### src/rtl/execute_stage.sv
// Execute stage of a 5-stage RISC-V pipeline: ID/EX register, operand forwarding,
// ALU, branch resolution and the EX/MEM register.
module execute_stage #(
  parameter int DATA_WIDTH = 32,
  parameter int REG_ADDR   = 5
) (
  input  logic                  clk,
  input  logic                  rst,
  input  logic                  FlushE,
  input  logic                  RegWriteD,
  input  logic                  MemWriteD,
  input  logic                  ResultSrcD,
  input  logic                  BranchD,
  input  logic                  ALUSrcD,
  input  logic [2:0]            ALUControlD,
  input  logic [DATA_WIDTH-1:0] RD1D,
  input  logic [DATA_WIDTH-1:0] RD2D,
  input  logic [DATA_WIDTH-1:0] PCD,
  input  logic [DATA_WIDTH-1:0] PCPlus4D,
  input  logic [DATA_WIDTH-1:0] ImmExtD,
  input  logic [REG_ADDR-1:0]   Rs1D,
  input  logic [REG_ADDR-1:0]   Rs2D,
  input  logic [REG_ADDR-1:0]   RdD,
  input  logic [1:0]            ForwardAE,
  input  logic [1:0]            ForwardBE,
  input  logic [DATA_WIDTH-1:0] ResultW,
  output logic [REG_ADDR-1:0]   Rs1E,
  output logic [REG_ADDR-1:0]   Rs2E,
  output logic [REG_ADDR-1:0]   RdE,
  output logic                  PCSrcE,
  output logic [DATA_WIDTH-1:0] PCTargetE,
  output logic                  RegWriteM,
  output logic                  MemWriteM,
  output logic                  ResultSrcM,
  output logic [REG_ADDR-1:0]   RdM,
  output logic [DATA_WIDTH-1:0] ALUResultM,
  output logic [DATA_WIDTH-1:0] WriteDataM,
  output logic [DATA_WIDTH-1:0] PCPlus4M
);

  localparam logic [2:0] ALU_ADD = 3'b000;
  localparam logic [2:0] ALU_SUB = 3'b001;
  localparam logic [2:0] ALU_AND = 3'b010;
  localparam logic [2:0] ALU_OR  = 3'b011;
  localparam logic [2:0] ALU_SLT = 3'b101;

  typedef struct packed {
    logic                  reg_write;
    logic                  mem_write;
    logic                  result_src;
    logic                  branch;
    logic                  alu_src;
    logic [2:0]            alu_ctl;
    logic [DATA_WIDTH-1:0] rd1;
    logic [DATA_WIDTH-1:0] rd2;
    logic [DATA_WIDTH-1:0] pc;
    logic [DATA_WIDTH-1:0] pc_plus4;
    logic [DATA_WIDTH-1:0] imm;
    logic [REG_ADDR-1:0]   rs1;
    logic [REG_ADDR-1:0]   rs2;
    logic [REG_ADDR-1:0]   rd;
  } idex_t;

  typedef struct packed {
    logic                  reg_write;
    logic                  mem_write;
    logic                  result_src;
    logic [REG_ADDR-1:0]   rd;
    logic [DATA_WIDTH-1:0] alu_result;
    logic [DATA_WIDTH-1:0] write_data;
    logic [DATA_WIDTH-1:0] pc_plus4;
  } exmem_t;

  idex_t  idex_d,  idex_q;
  exmem_t exmem_d, exmem_q;

  logic [DATA_WIDTH-1:0] src_a_e;
  logic [DATA_WIDTH-1:0] write_data_e;
  logic [DATA_WIDTH-1:0] src_b_e;
  logic [DATA_WIDTH-1:0] alu_result_e;
  logic                  zero_e;

  // Code 11 is unused by the forwarding unit and falls back to the register value.
  function automatic logic [DATA_WIDTH-1:0] fwd_sel(
    input logic [1:0]            sel,
    input logic [DATA_WIDTH-1:0] reg_val,
    input logic [DATA_WIDTH-1:0] result_w,
    input logic [DATA_WIDTH-1:0] alu_result_m
  );
    case (sel)
      2'b01:   fwd_sel = result_w;
      2'b10:   fwd_sel = alu_result_m;
      default: fwd_sel = reg_val;
    endcase
  endfunction

  function automatic logic [DATA_WIDTH-1:0] alu(
    input logic [2:0]            ctl,
    input logic [DATA_WIDTH-1:0] a,
    input logic [DATA_WIDTH-1:0] b
  );
    logic signed [DATA_WIDTH-1:0] a_s;
    logic signed [DATA_WIDTH-1:0] b_s;
    a_s = a;
    b_s = b;
    case (ctl)
      ALU_ADD: alu = a + b;
      ALU_SUB: alu = a - b;
      ALU_AND: alu = a & b;
      ALU_OR:  alu = a | b;
      ALU_SLT: alu = {{(DATA_WIDTH-1){1'b0}}, (a_s < b_s)};
      default: alu = '0;
    endcase
  endfunction

  // ID/EX: a flush loads a full bubble, data fields included
  always_comb begin
    idex_d = '0;
    if (!FlushE) begin
      idex_d.reg_write  = RegWriteD;
      idex_d.mem_write  = MemWriteD;
      idex_d.result_src = ResultSrcD;
      idex_d.branch     = BranchD;
      idex_d.alu_src    = ALUSrcD;
      idex_d.alu_ctl    = ALUControlD;
      idex_d.rd1        = RD1D;
      idex_d.rd2        = RD2D;
      idex_d.pc         = PCD;
      idex_d.pc_plus4   = PCPlus4D;
      idex_d.imm        = ImmExtD;
      idex_d.rs1        = Rs1D;
      idex_d.rs2        = Rs2D;
      idex_d.rd         = RdD;
    end
  end

  always_ff @(posedge clk or posedge rst) begin
    if (rst) idex_q <= '0;
    else     idex_q <= idex_d;
  end

  // Execute: forwarding uses the EX/MEM register as it stands this cycle
  always_comb begin
    src_a_e      = fwd_sel(ForwardAE, idex_q.rd1, ResultW, exmem_q.alu_result);
    write_data_e = fwd_sel(ForwardBE, idex_q.rd2, ResultW, exmem_q.alu_result);
    src_b_e      = idex_q.alu_src ? idex_q.imm : write_data_e;
    alu_result_e = alu(idex_q.alu_ctl, src_a_e, src_b_e);
    zero_e       = (alu_result_e == '0);
  end

  // EX/MEM: captured every cycle, no flush or stall
  always_comb begin
    exmem_d            = '0;
    exmem_d.reg_write  = idex_q.reg_write;
    exmem_d.mem_write  = idex_q.mem_write;
    exmem_d.result_src = idex_q.result_src;
    exmem_d.rd         = idex_q.rd;
    exmem_d.alu_result = alu_result_e;
    exmem_d.write_data = write_data_e;
    exmem_d.pc_plus4   = idex_q.pc_plus4;
  end

  always_ff @(posedge clk or posedge rst) begin
    if (rst) exmem_q <= '0;
    else     exmem_q <= exmem_d;
  end

  assign Rs1E       = idex_q.rs1;
  assign Rs2E       = idex_q.rs2;
  assign RdE        = idex_q.rd;
  assign PCSrcE     = idex_q.branch & zero_e;
  assign PCTargetE  = idex_q.pc + idex_q.imm;
  assign RegWriteM  = exmem_q.reg_write;
  assign MemWriteM  = exmem_q.mem_write;
  assign ResultSrcM = exmem_q.result_src;
  assign RdM        = exmem_q.rd;
  assign ALUResultM = exmem_q.alu_result;
  assign WriteDataM = exmem_q.write_data;
  assign PCPlus4M   = exmem_q.pc_plus4;

endmodule

### config.mk
export PLATFORM = sky130hd
export DESIGN_NAME = execute_stage
export DESIGN_NICKNAME = d
export VERILOG_FILES = /design/src/rtl/execute_stage.sv
export SDC_FILE = /design/constraint.sdc
export NUM_CORES = 1
export LEC_CHECK = 0
export CAP_MARGIN = 0
export CORE_MARGIN = 5
export CORE_UTILIZATION = 37
export CTS_BUF_LIST = sky130_fd_sc_hd__clkbuf_4 sky130_fd_sc_hd__clkbuf_8 sky130_fd_sc_hd__clkbuf_16
export DETAILED_ROUTE_END_ITERATION = 16
export PLACE_DENSITY_LB_ADDON = 0.25
export REMOVE_ABC_BUFFERS = 1
export SKIP_LAST_GASP = 1
export SYNTH_ARGS = -nofsm -noshare
export SYNTH_HDL_FRONTEND = slang
export SYNTH_SLANG_ARGS = --single-unit
### constraint.sdc
create_clock -name clk -period 10 [get_ports clk]
set_input_delay 2.5 -clock clk [delete_from_list [all_inputs] [get_ports clk]]
set_output_delay 2.5 -clock clk [all_outputs]
set_load 0.005 [all_outputs]
# --- Word level (Yosys, flattened, before mapping) ---
# Index checks and enable logic that the tools add are counted.
op_classes:
  addsub: 3
  n_lt_le_gt_ge: 1
  eq_ne: 8
  n_mux: 5
  bitwise_logic: 3
  reduce_logical: 2
op_table:
  columns: ["operator", "count"]
  rows:
  - ["two-way mux 183 bit", 1]
  - ["case mux 32 bit (5 select lines)", 1]
  - ["case mux 32 bit (2 select lines)", 2]
  - ["adder 32 bit", 2]
  - ["bitwise AND 32 bit", 1]
  - ["zero test 32 bit", 1]
  - ["< comparator 32 bit", 1]
  - ["two-way mux 32 bit", 1]
  - ["OR 32 bit", 1]
  - ["subtractor 32 bit", 1]
  - ["== test 3 x 2 -> 1 bit, second input constant", 2]
  - ["== test 2 x 1 -> 1 bit, second input constant", 2]
  - ["== test 2 bit, second input constant", 2]
  - ["== test 3 x 1 -> 1 bit, second input constant", 1]
  - ["== test 3 bit, second input constant", 1]
  - ["zero test 3 bit", 1]
  - ["bitwise AND 1 bit", 1]
totals:
  reg_bits: 287
  inputBits: 222
  output_inout_bits: 152
  word_cells: 43

# --- Depth between registers and ports, before layout ---
# Gate-level depths: netlist (run 1).
depth:
  word_depth: 7
  depth_mapped: 21

# --- Least setup slack after synthesis (run 1) ---
# OpenSTA, ideal clock, no wires.
synth_path:
  kind: "input to output"
  start: "input port ForwardBE[0]"
  end: "output port PCSrcE"
  t_arrival_ns: 6.738
  setup_slack_ns: 0.762
  stages: 20
  n_path_buf: 2
  cell_sequence: "inv_1 > ha_1 > clkbuf_1 > clkbuf_1 > a21oi_1 > o21ai_0 > ha_1 > inv_1 > fa_1 > nor2b_1 > o211ai_2 > a21oi_1 > o211ai_1 > and2_1 > o2111a_1 > or3_1 > or4_1 > nor4_2 > nand2_1 > and3b_1"
synth_via:
  elab_chain_len: 7
  word_cells_on_any_way: 12
  classes_between: "2 x add/sub; 1 x order compare; 2 x eq/ne; 3 x mux; 3 x bitwise; 1 x reduce/logical"
synth_lines:
  columns: ["element", "line_no", "text"]
  rows:
  - ["start: declaration", "25", "input logic [1:0] ForwardBE,"]
  - ["== test 2 bit or == test 2 x 1 -> 1 bit (tied branches)", "90", "case (sel)"]
  - ["case mux 32 bit (2 select lines) (*)", "90", null]
  - ["two-way mux 32 bit (*)", "146", "src_b_e = idex_q.alu_src ? idex_q.imm : write_data_e;"]
  - ["subtractor 32 bit (tied with other cells)", "108", "ALU_SUB: alu = a - b;"]
  - ["case mux 32 bit (5 select lines) (*)", "106", "case (ctl)"]
  - ["net alu_result_e[22]", "80", "logic [DATA_WIDTH-1:0] alu_result_e;"]
  - ["zero test 32 bit (*)", "148", "zero_e = (alu_result_e == '0);"]
  - ["bitwise AND 1 bit (*)", "171", "assign PCSrcE = idex_q.branch & zero_e;"]
  - ["end: declaration", "30", "output logic PCSrcE,"]
# The timed path passes the listed nets; every way through them passes the cells marked *.

# --- Worst setup path after layout (run 1) ---
# Ends and elaborated chain as after synthesis.

==> flow_metrics.env, run 1 <==
export IMPL_status="completed"
export IMPL_whs_path_depth=0
export IMPL_num_fill_cells=4227
export IMPL_ys_seq_elements=287
export IMPL_dr_wl_met2_um=29800
export IMPL_max_cap_violations=0
export IMPL_p_seq_share_pct=32.6
export IMPL_setup_violations=0
export IMPL_power_frac_clock_pct=31.3
export IMPL_p_total_mw=4.02
export IMPL_initialDrtViolationCount=904
export IMPL_synth_commonest_cells="287 x dfrtp_1, 202 x nor2b_1, 143 x ha_1"
export IMPL_fin_nets=2882
export IMPL_yosys_top_cells_area="dfrtp_1 42%, ha_1 10%, nor2b_1 7.3%"
export IMPL_gp_congestion=0.925
export IMPL_port_buffers=373
export IMPL_hold_path_startpoint="exmem_d[6]"
export IMPL_arrival_ns=7.38
export IMPL_drc=0
export IMPL_avgSynthCellArea_sq_um=9.18
export IMPL_core_sq_mm=0.0463
export IMPL_cts_tree="built"
export IMPL_viasPerCell=5.14
export IMPL_path_clk_slew_ns=0.06
export IMPL_cts_root_buf="clkbuf_16"
export IMPL_grt_max_degree=149
export IMPL_finClkSkew_ns=0.0164
export IMPL_yosysUniqueCellTypes=78
export IMPL_reg2reg_to="ALUResultM[30]"
export IMPL_slew_headroom_pct=33.9
export IMPL_required_ns=7.50
export IMPL_clock_path_buffers=3
export IMPL_wl_met1_um=26500
export IMPL_r2r_start="idex_q[178]"
export IMPL_tightest_slew_ns=0.991
export IMPL_insertedDiodeCount=0
export IMPL_period_needed_ns=9.88
export IMPL_drt_pass1_iter_count=5
export IMPL_grt_overflow_total=0
export IMPL_synth_edf_count=0
export IMPL_die_x_um=226
export IMPL_peakVddDrop_mv=0.125
export IMPL_topRoutingLayerUsed="met4"
export IMPL_ff2ff_setup_slack_ns=5.61
export IMPL_layout_area_overhead_vs_synth_pct=47.5
export IMPL_synth_top_area_share_pct=41.7
export IMPL_grt_first_pass_wirelength_um=93900
export IMPL_yosys_area_top_type="dfrtp_1"
export IMPL_timing_final_crit_share_pct=98.8
export IMPL_detailroute_wirelength_met3_um=3510
export IMPL_dp_cells=3073
export IMPL_worst_hold_path_endpoint="PCPlus4M[6]"
export IMPL_ys_seq_area_share_pct=41.7
export IMPL_cts_sinks=287
export IMPL_clkLatencyLatePin_ns=0.55
export IMPL_final_area_sq_mm=0.0254
export IMPL_num_rows=79
export IMPL_grt_pass1_vias=16800
export IMPL_synth_ff_type="dfrtp_1"
export IMPL_placed_cell_area_sq_mm=0.0238
export IMPL_initial_core_util_pct=37.2
export IMPL_fp_dieArea_sq_mm=0.0510
export IMPL_leakage_nw=11.7
export IMPL_ant_nets=0
export IMPL_holdCritPathClass="register to register"
export IMPL_die_h_um=226
export IMPL_end_kind="output pin"
export IMPL_ioPinCount=374
export IMPL_p_per_area_mw_per_mm2=158
export IMPL_cts_hold_fix_buffers=0
export IMPL_crit_type="primary input to output pin"
export IMPL_hold_viol_final=0
export IMPL_hpwl_um=47700
export IMPL_power_switching_mw=1.26
export IMPL_synth_most_common_cell="dfrtp_1"
export IMPL_synth_async_sr_flop_share_pct=100
export IMPL_htree_num_levels=2
export IMPL_vias=16200
export IMPL_tns_ns=0
export IMPL_cts_buffers_inserted=35
export IMPL_track_usage_pct=23.4
export IMPL_reg2regPathDepth=14
export IMPL_start_kind="primary input"
export IMPL_drv_slew=0
export IMPL_drive_gt1_share_pct=19.9
export IMPL_drt_total_wl_um=61600
export IMPL_synth_warnings=0
export IMPL_p_comb_share_pct=36.1
export IMPL_synth_area_sq_mm=0.0172
export IMPL_worstPathMaxFanout=16
export IMPL_fmax_mhz=101
export IMPL_p_int_mw=2.76
export IMPL_syn_inst=1876
export IMPL_final_cells=3144
export IMPL_antenna_found_initial=0
export IMPL_wl_per_cell_um=19.6
export IMPL_p_sw_share_pct=31.4
[layout by cell type, fill, tap and decap left out, types with 7 or more instances in the layout]
cell type	Yosys	routed
nand2_1	140	140
a21o_1	30	29
clkbuf_4	0	7
o21ai_1	1	14
nand2b_1	15	15
o21bai_1	12	12
or3_1	14	14
xor2_1	10	10
a21oi_1	123	109
o21a_1	16	16
nor3_1	30	30
ha_1	143	134
buf_4	15	337
clkdlybuf4s50_1	0	369
xnor2_1	29	29
mux2_2	7	7
a31oi_1	11	10
and2_1	10	10
a22oi_1	65	63
and3_1	12	12
o31ai_1	10	10
a21oi_2	1	15
or2_2	13	13
o2111ai_1	7	7
o211ai_1	12	12
nand4_1	14	14
inv_1	133	132
nor2b_1	202	200
o21ai_0	114	97
o22ai_1	10	9
nor2_1	120	120
a211oi_1	19	15
clkbuf_8	0	8
or4_1	8	7
clkbuf_16	0	35
mux2i_1	10	10
nand3_1	13	13
dfrtp_1	287	285
[cells by family after synthesis]
group           synth area share [%]
xor+xnor                        1.98
simple gates                    19.0
fa+ha+maj                       10.7
mux                             1.04
flops                           41.7
compound gates                  19.6
buf+inv                         5.97
[metrics by stage]
stage	util, %	hold WS [ns]	setup WS, ns
after global routing	54.9	0.350	-0.0129
after CTS	54.1	0.348	0.0483
after global placement	51.4	0.331	-0.764
final	54.9	0.344	0.125
after floorplan	-	0.331	-0.421
after detailed placement	51.4	0.335	-0.820
[power groups by stage]
stage | Sequential [mW] | Clock (mW) | Combinational [mW]
global route | 1.32 | 1.34 | 1.57
detailed placement | 1.33 | 0 | 1.38
finish | 1.31 | 1.26 | 1.45
floorplan | 1.32 | 0 | 0.580
CTS | 1.31 | 1.30 | 1.41
global placement | 1.33 | 0 | 1.38
[registers in the layout, summed over array words and instances, names as in the netlist]
| register | count |
|---|---|
| Rs1E | 5 |
| exmem_d | 35 |
| idex_q | 133 |
| WriteDataM | 32 |
| RdM | 5 |
| MemWriteM | 1 |
| PCPlus4M | 32 |
| ResultSrcM | 1 |
| ALUResultM | 32 |
| RdE | 5 |
| Rs2E | 5 |
| RegWriteM | 1 |
[timing repair]
action / in CTS / in global routing
gates cloned: 0 / 0
resized for setup: 24 / 76
setup endpoints to repair: 1 / 1
buffers inserted: 5 / 7
pin swaps: 16 / 30
[worst max-delay path by stage]
| stage | cells past startpoint | slack, ns | to | from |
|---|---|---|---|---|
| finish | 21 | 0.12 | PCSrcE | ForwardBE[0] |
| global route | 24 | -0.01 | PCSrcE | ForwardBE[0] |
| CTS | 23 | 0.05 | PCSrcE | ForwardBE[0] |
| detailed placement | 23 | -0.82 | PCSrcE | ForwardBE[0] |
| global placement | 23 | -0.76 | PCSrcE | ForwardBE[0] |
| floorplan | 1 | -0.42 | ALUResultM[0] | rst |
[cell type report]
cell class / instances / area (sq um) / share of cell area, %
Inverter: 133 / 507 / 1.99
Clock buffer: 50 / 1040 / 4.09
Tap cell: 607 / 759 / 2.99
Sequential cell: 287 / 7180 / 28.3
Timing Repair Buffer: 719 / 6410 / 25.3
Clock inverter: 10 / 108 / 0.424
Multi-Input combinational cell: 1338 / 9390 / 37.0
[critical path, cell delays in order]
cell and delay [ns]:
dlygate4sd2_1 0.28, buf_4 0.15, ha_2 0.19, buf_4 0.21
a22oi_1 0.19, nor2_1 0.06, a21oi_1 0.16, o21ai_0 0.14
ha_1 0.38, buf_4 0.20, nor3b_1 0.20, a211oi_1 0.10
o21ba_2 0.23, o311ai_0 0.60, a2111oi_0 0.16, or3_1 0.42
or4_4 0.57, nor4_4 0.18, nand2_1 0.11, and3b_1 0.22
buf_2 0.14
[layer usage]
| metal | vias to the layer above | GRT usage, % |
|---|---|---|
| met3 | 100 | 4.71 |
| met2 | 423 | 39.7 |
| met1 | 7871 | 30.2 |
| met5 | - | 0 |
| li1 | 7764 | - |
| met4 | 0 | 7.61 |
No activity file was read; power rests on OpenSTA's default activity.
==> run 2: changes to the inputs <==
--- a/config.mk
+++ b/config.mk
@@ -10,6 +10,7 @@
 export CORE_UTILIZATION = 37
 export CTS_BUF_LIST = sky130_fd_sc_hd__clkbuf_4 sky130_fd_sc_hd__clkbuf_8 sky130_fd_sc_hd__clkbuf_16
 export DETAILED_ROUTE_END_ITERATION = 16
+export MAX_ROUTING_LAYER = met4
 export PLACE_DENSITY_LB_ADDON = 0.25
 export REMOVE_ABC_BUFFERS = 1
 export SKIP_LAST_GASP = 1
==> flow_metrics.env, run 2 (synthesized netlist as in run 1, its figures left out) <==
export IMPL_status="completed"
export IMPL_peakVddDrop_mv=0.145
export IMPL_cts_root_buf="clkbuf_16"
export IMPL_ioPinCount=374
export IMPL_track_usage_pct=24.7
export IMPL_drive_gt1_share_pct=20.3
export IMPL_timing_final_crit_share_pct=97.3
export IMPL_p_seq_share_pct=31.6
export IMPL_p_comb_share_pct=35.3
export IMPL_place_ws_ns=-1.09
export IMPL_antenna_found_initial=0
export IMPL_fp_dieArea_sq_mm=0.0510
export IMPL_worstPathMaxFanout=17
export IMPL_layout_area_overhead_vs_synth_pct=48.9
export IMPL_cts_tree="built"
export IMPL_die_h_um=226
export IMPL_reg2regPathDepth=17
export IMPL_cp_slowest_cell="or4_4"
export IMPL_crit_type="primary input to output pin"
export IMPL_setup_violations=0
export IMPL_finClkSkew_ns=0.0279
export IMPL_ant_nets=0
export IMPL_crit_path_end="PCSrcE"
export IMPL_top_register="idex_q"
export IMPL_die_x_um=226
export IMPL_crit_cells=20
export IMPL_largest_reg_flops=133
export IMPL_htree_num_levels=2
export IMPL_hpwl_um=48600
export IMPL_power_frac_clock_pct=33.1
export IMPL_vias=16300
export IMPL_power_switching_mw=1.30
export IMPL_drt_total_wl_um=63200
export IMPL_gp_congestion=0.927
export IMPL_grt_max_degree=164
export IMPL_critPathLaunch="ForwardAE[0]"
export IMPL_path_clk_slew_ns=0.06
export IMPL_hold_viol_final=0
export IMPL_p_per_area_mw_per_mm2=162
export IMPL_slew_headroom_pct=34.0
export IMPL_required_ns=7.50
export IMPL_drc=0
export IMPL_placed_cell_area_sq_mm=0.0238
export IMPL_viasPerCell=5.17
export IMPL_grt_pass1_vias=17000
export IMPL_max_cap_violations=0
export IMPL_cp_top_family="simple AND/OR/NAND/NOR gates"
export IMPL_cp_cell_sequence="clkdlybuf4s50_1, inv_1, ha_4, buf_12, nand2_1, o21ai_1, ha_1, buf_4, a21o_4, nor3b_4, a21oi_2, a211o_1, a21oi_2, mux2i_1, or4_4, or4_4, nor4_4, nand2_2, and3b_1, buf_2"
export IMPL_initial_core_util_pct=37.2
export IMPL_arrival_ns=7.23
export IMPL_drv_slew=0
export IMPL_num_rows=79
export IMPL_fmax_mhz=103
export IMPL_tightest_slew_ns=0.978
export IMPL_clock_path_buffers=3
export IMPL_wl_per_cell_um=20.1
export IMPL_cts_hold_fix_buffers=0
export IMPL_final_cell_mix="368 x clkdlybuf4s50_1, 325 x buf_4, 285 x dfrtp_1"
export IMPL_setup_ws_ns=0.267
export IMPL_start_kind="primary input"
export IMPL_drt_pass1_iter_count=5
export IMPL_r2r_start="idex_q[178]"
export IMPL_core_sq_mm=0.0463
export IMPL_fin_nets=2881
export IMPL_reg2reg_to="ALUResultM[30]"
export IMPL_period_needed_ns=9.73
export IMPL_grt_first_pass_wirelength_um=96700
export IMPL_cts_buffers_inserted=35
export IMPL_layout_commonest_cell="clkdlybuf4s50_1"
export IMPL_initialDrtViolationCount=929
export IMPL_ff2ff_setup_slack_ns=5.49
export IMPL_clkLatencyLatePin_ns=0.56
export IMPL_leakage_nw=11.8
export IMPL_end_kind="output pin"
export IMPL_port_buffers=373
export IMPL_p_int_mw=2.85
export IMPL_cts_sinks=287
export IMPL_p_sw_share_pct=31.3
export IMPL_final_area_sq_mm=0.0256
export IMPL_holdCritPathClass="register to register"
export IMPL_grt_overflow_total=0
export IMPL_p_total_mw=4.15
export IMPL_whs_path_depth=0
export IMPL_rsz0062_at_grt="false"
export IMPL_crit_buf_inv=5
export IMPL_cpPeakStageDelay_ns=0.56
## run 2: final cells by class
cell class | instances | area (sq um)
timing repair buffer | 718 | 6530
antenna | 1 | 2.50
multi-input combinational | 1338 | 9420
sequential | 287 | 7180
clock inverter | 22 | 294
fill | 4213 | 20600
tap | 607 | 759
inverter | 133 | 507
clock buffer | 40 | 945
## run 2: metrics by stage
stage                     hold slack, ns  instances  utilization, %  setup TNS [ns]
after floorplan                    0.331       1758               -         -120.73
after global placement             0.332       3069            51.4          -0.891
after detailed placement           0.335       3069            51.4           -1.09
after CTS                          0.348       3139            54.6               0
after global routing               0.353       3145            55.4               0
final                              0.343       3146            55.4               0
## run 2: worst min path at each step
stage,endpoint,slack [ns],from
floorplan,MemWriteM,0.33,exmem_d[102]
global placement,PCPlus4M[19],0.33,exmem_d[19]
detailed placement,PCPlus4M[29],0.33,exmem_d[29]
CTS,PCPlus4M[5],0.35,exmem_d[5]
global route,PCPlus4M[10],0.35,exmem_d[10]
finish,PCPlus4M[5],0.34,exmem_d[5]
## run 2: what timing repair did
item,4_1_cts,5_1_grt
endpoints found under the setup margin,1,1
resized for setup,43,86
endpoints found under the hold margin,0,0
buffers inserted,7,5
cloned,1,1
pin swaps,11,25
## run 2: metal layers
layer  vias to the layer above  track usage, %  share of wire, %
met5                         -               -                 0
met4                         0            6.42               2.6
met3                        97            3.82               4.9
met2                       415            40.8                49
met1                      7985            32.0                44
li1                       7753               -                 -
## run 2: worst reg2reg max path: stages, from the launching register on
cell and delay (ns):
dfrtp_2 0.72, buf_4 0.51, nand2_1 0.15, o21ai_0 0.13, buf_4 0.18, ha_4 0.20
a21o_1 0.17, a221o_1 0.34, a21o_1 0.18, o211ai_1 0.43, buf_4 0.20, a2111oi_0 0.09
buf_4 0.15, or2_2 0.30, nand3b_1 0.09, o221ai_1 0.11, a211o_1 0.32, buf_4 0.14
## run 2: power groups by stage
stage / Sequential, mW / Combinational, mW / Clock (mW)
floorplan: 1.32 / 0.580 / 0
global placement: 1.33 / 1.37 / 0
detailed placement: 1.33 / 1.38 / 0
CTS: 1.31 / 1.41 / 1.41
global route: 1.32 / 1.59 / 1.45
finish: 1.31 / 1.46 / 1.37
==> run 3: changes to the inputs <==
--- a/config.mk
+++ b/config.mk
@@ -10,7 +10,7 @@
 export CORE_UTILIZATION = 37
 export CTS_BUF_LIST = sky130_fd_sc_hd__clkbuf_4 sky130_fd_sc_hd__clkbuf_8 sky130_fd_sc_hd__clkbuf_16
 export DETAILED_ROUTE_END_ITERATION = 16
-export MAX_ROUTING_LAYER = met4
+export HOLD_SLACK_MARGIN = 0.05
 export PLACE_DENSITY_LB_ADDON = 0.25
 export REMOVE_ABC_BUFFERS = 1
 export SKIP_LAST_GASP = 1
==> results of run 3 <==
Same layout as run 1: the final DEF is identical, and so are final timing and power.
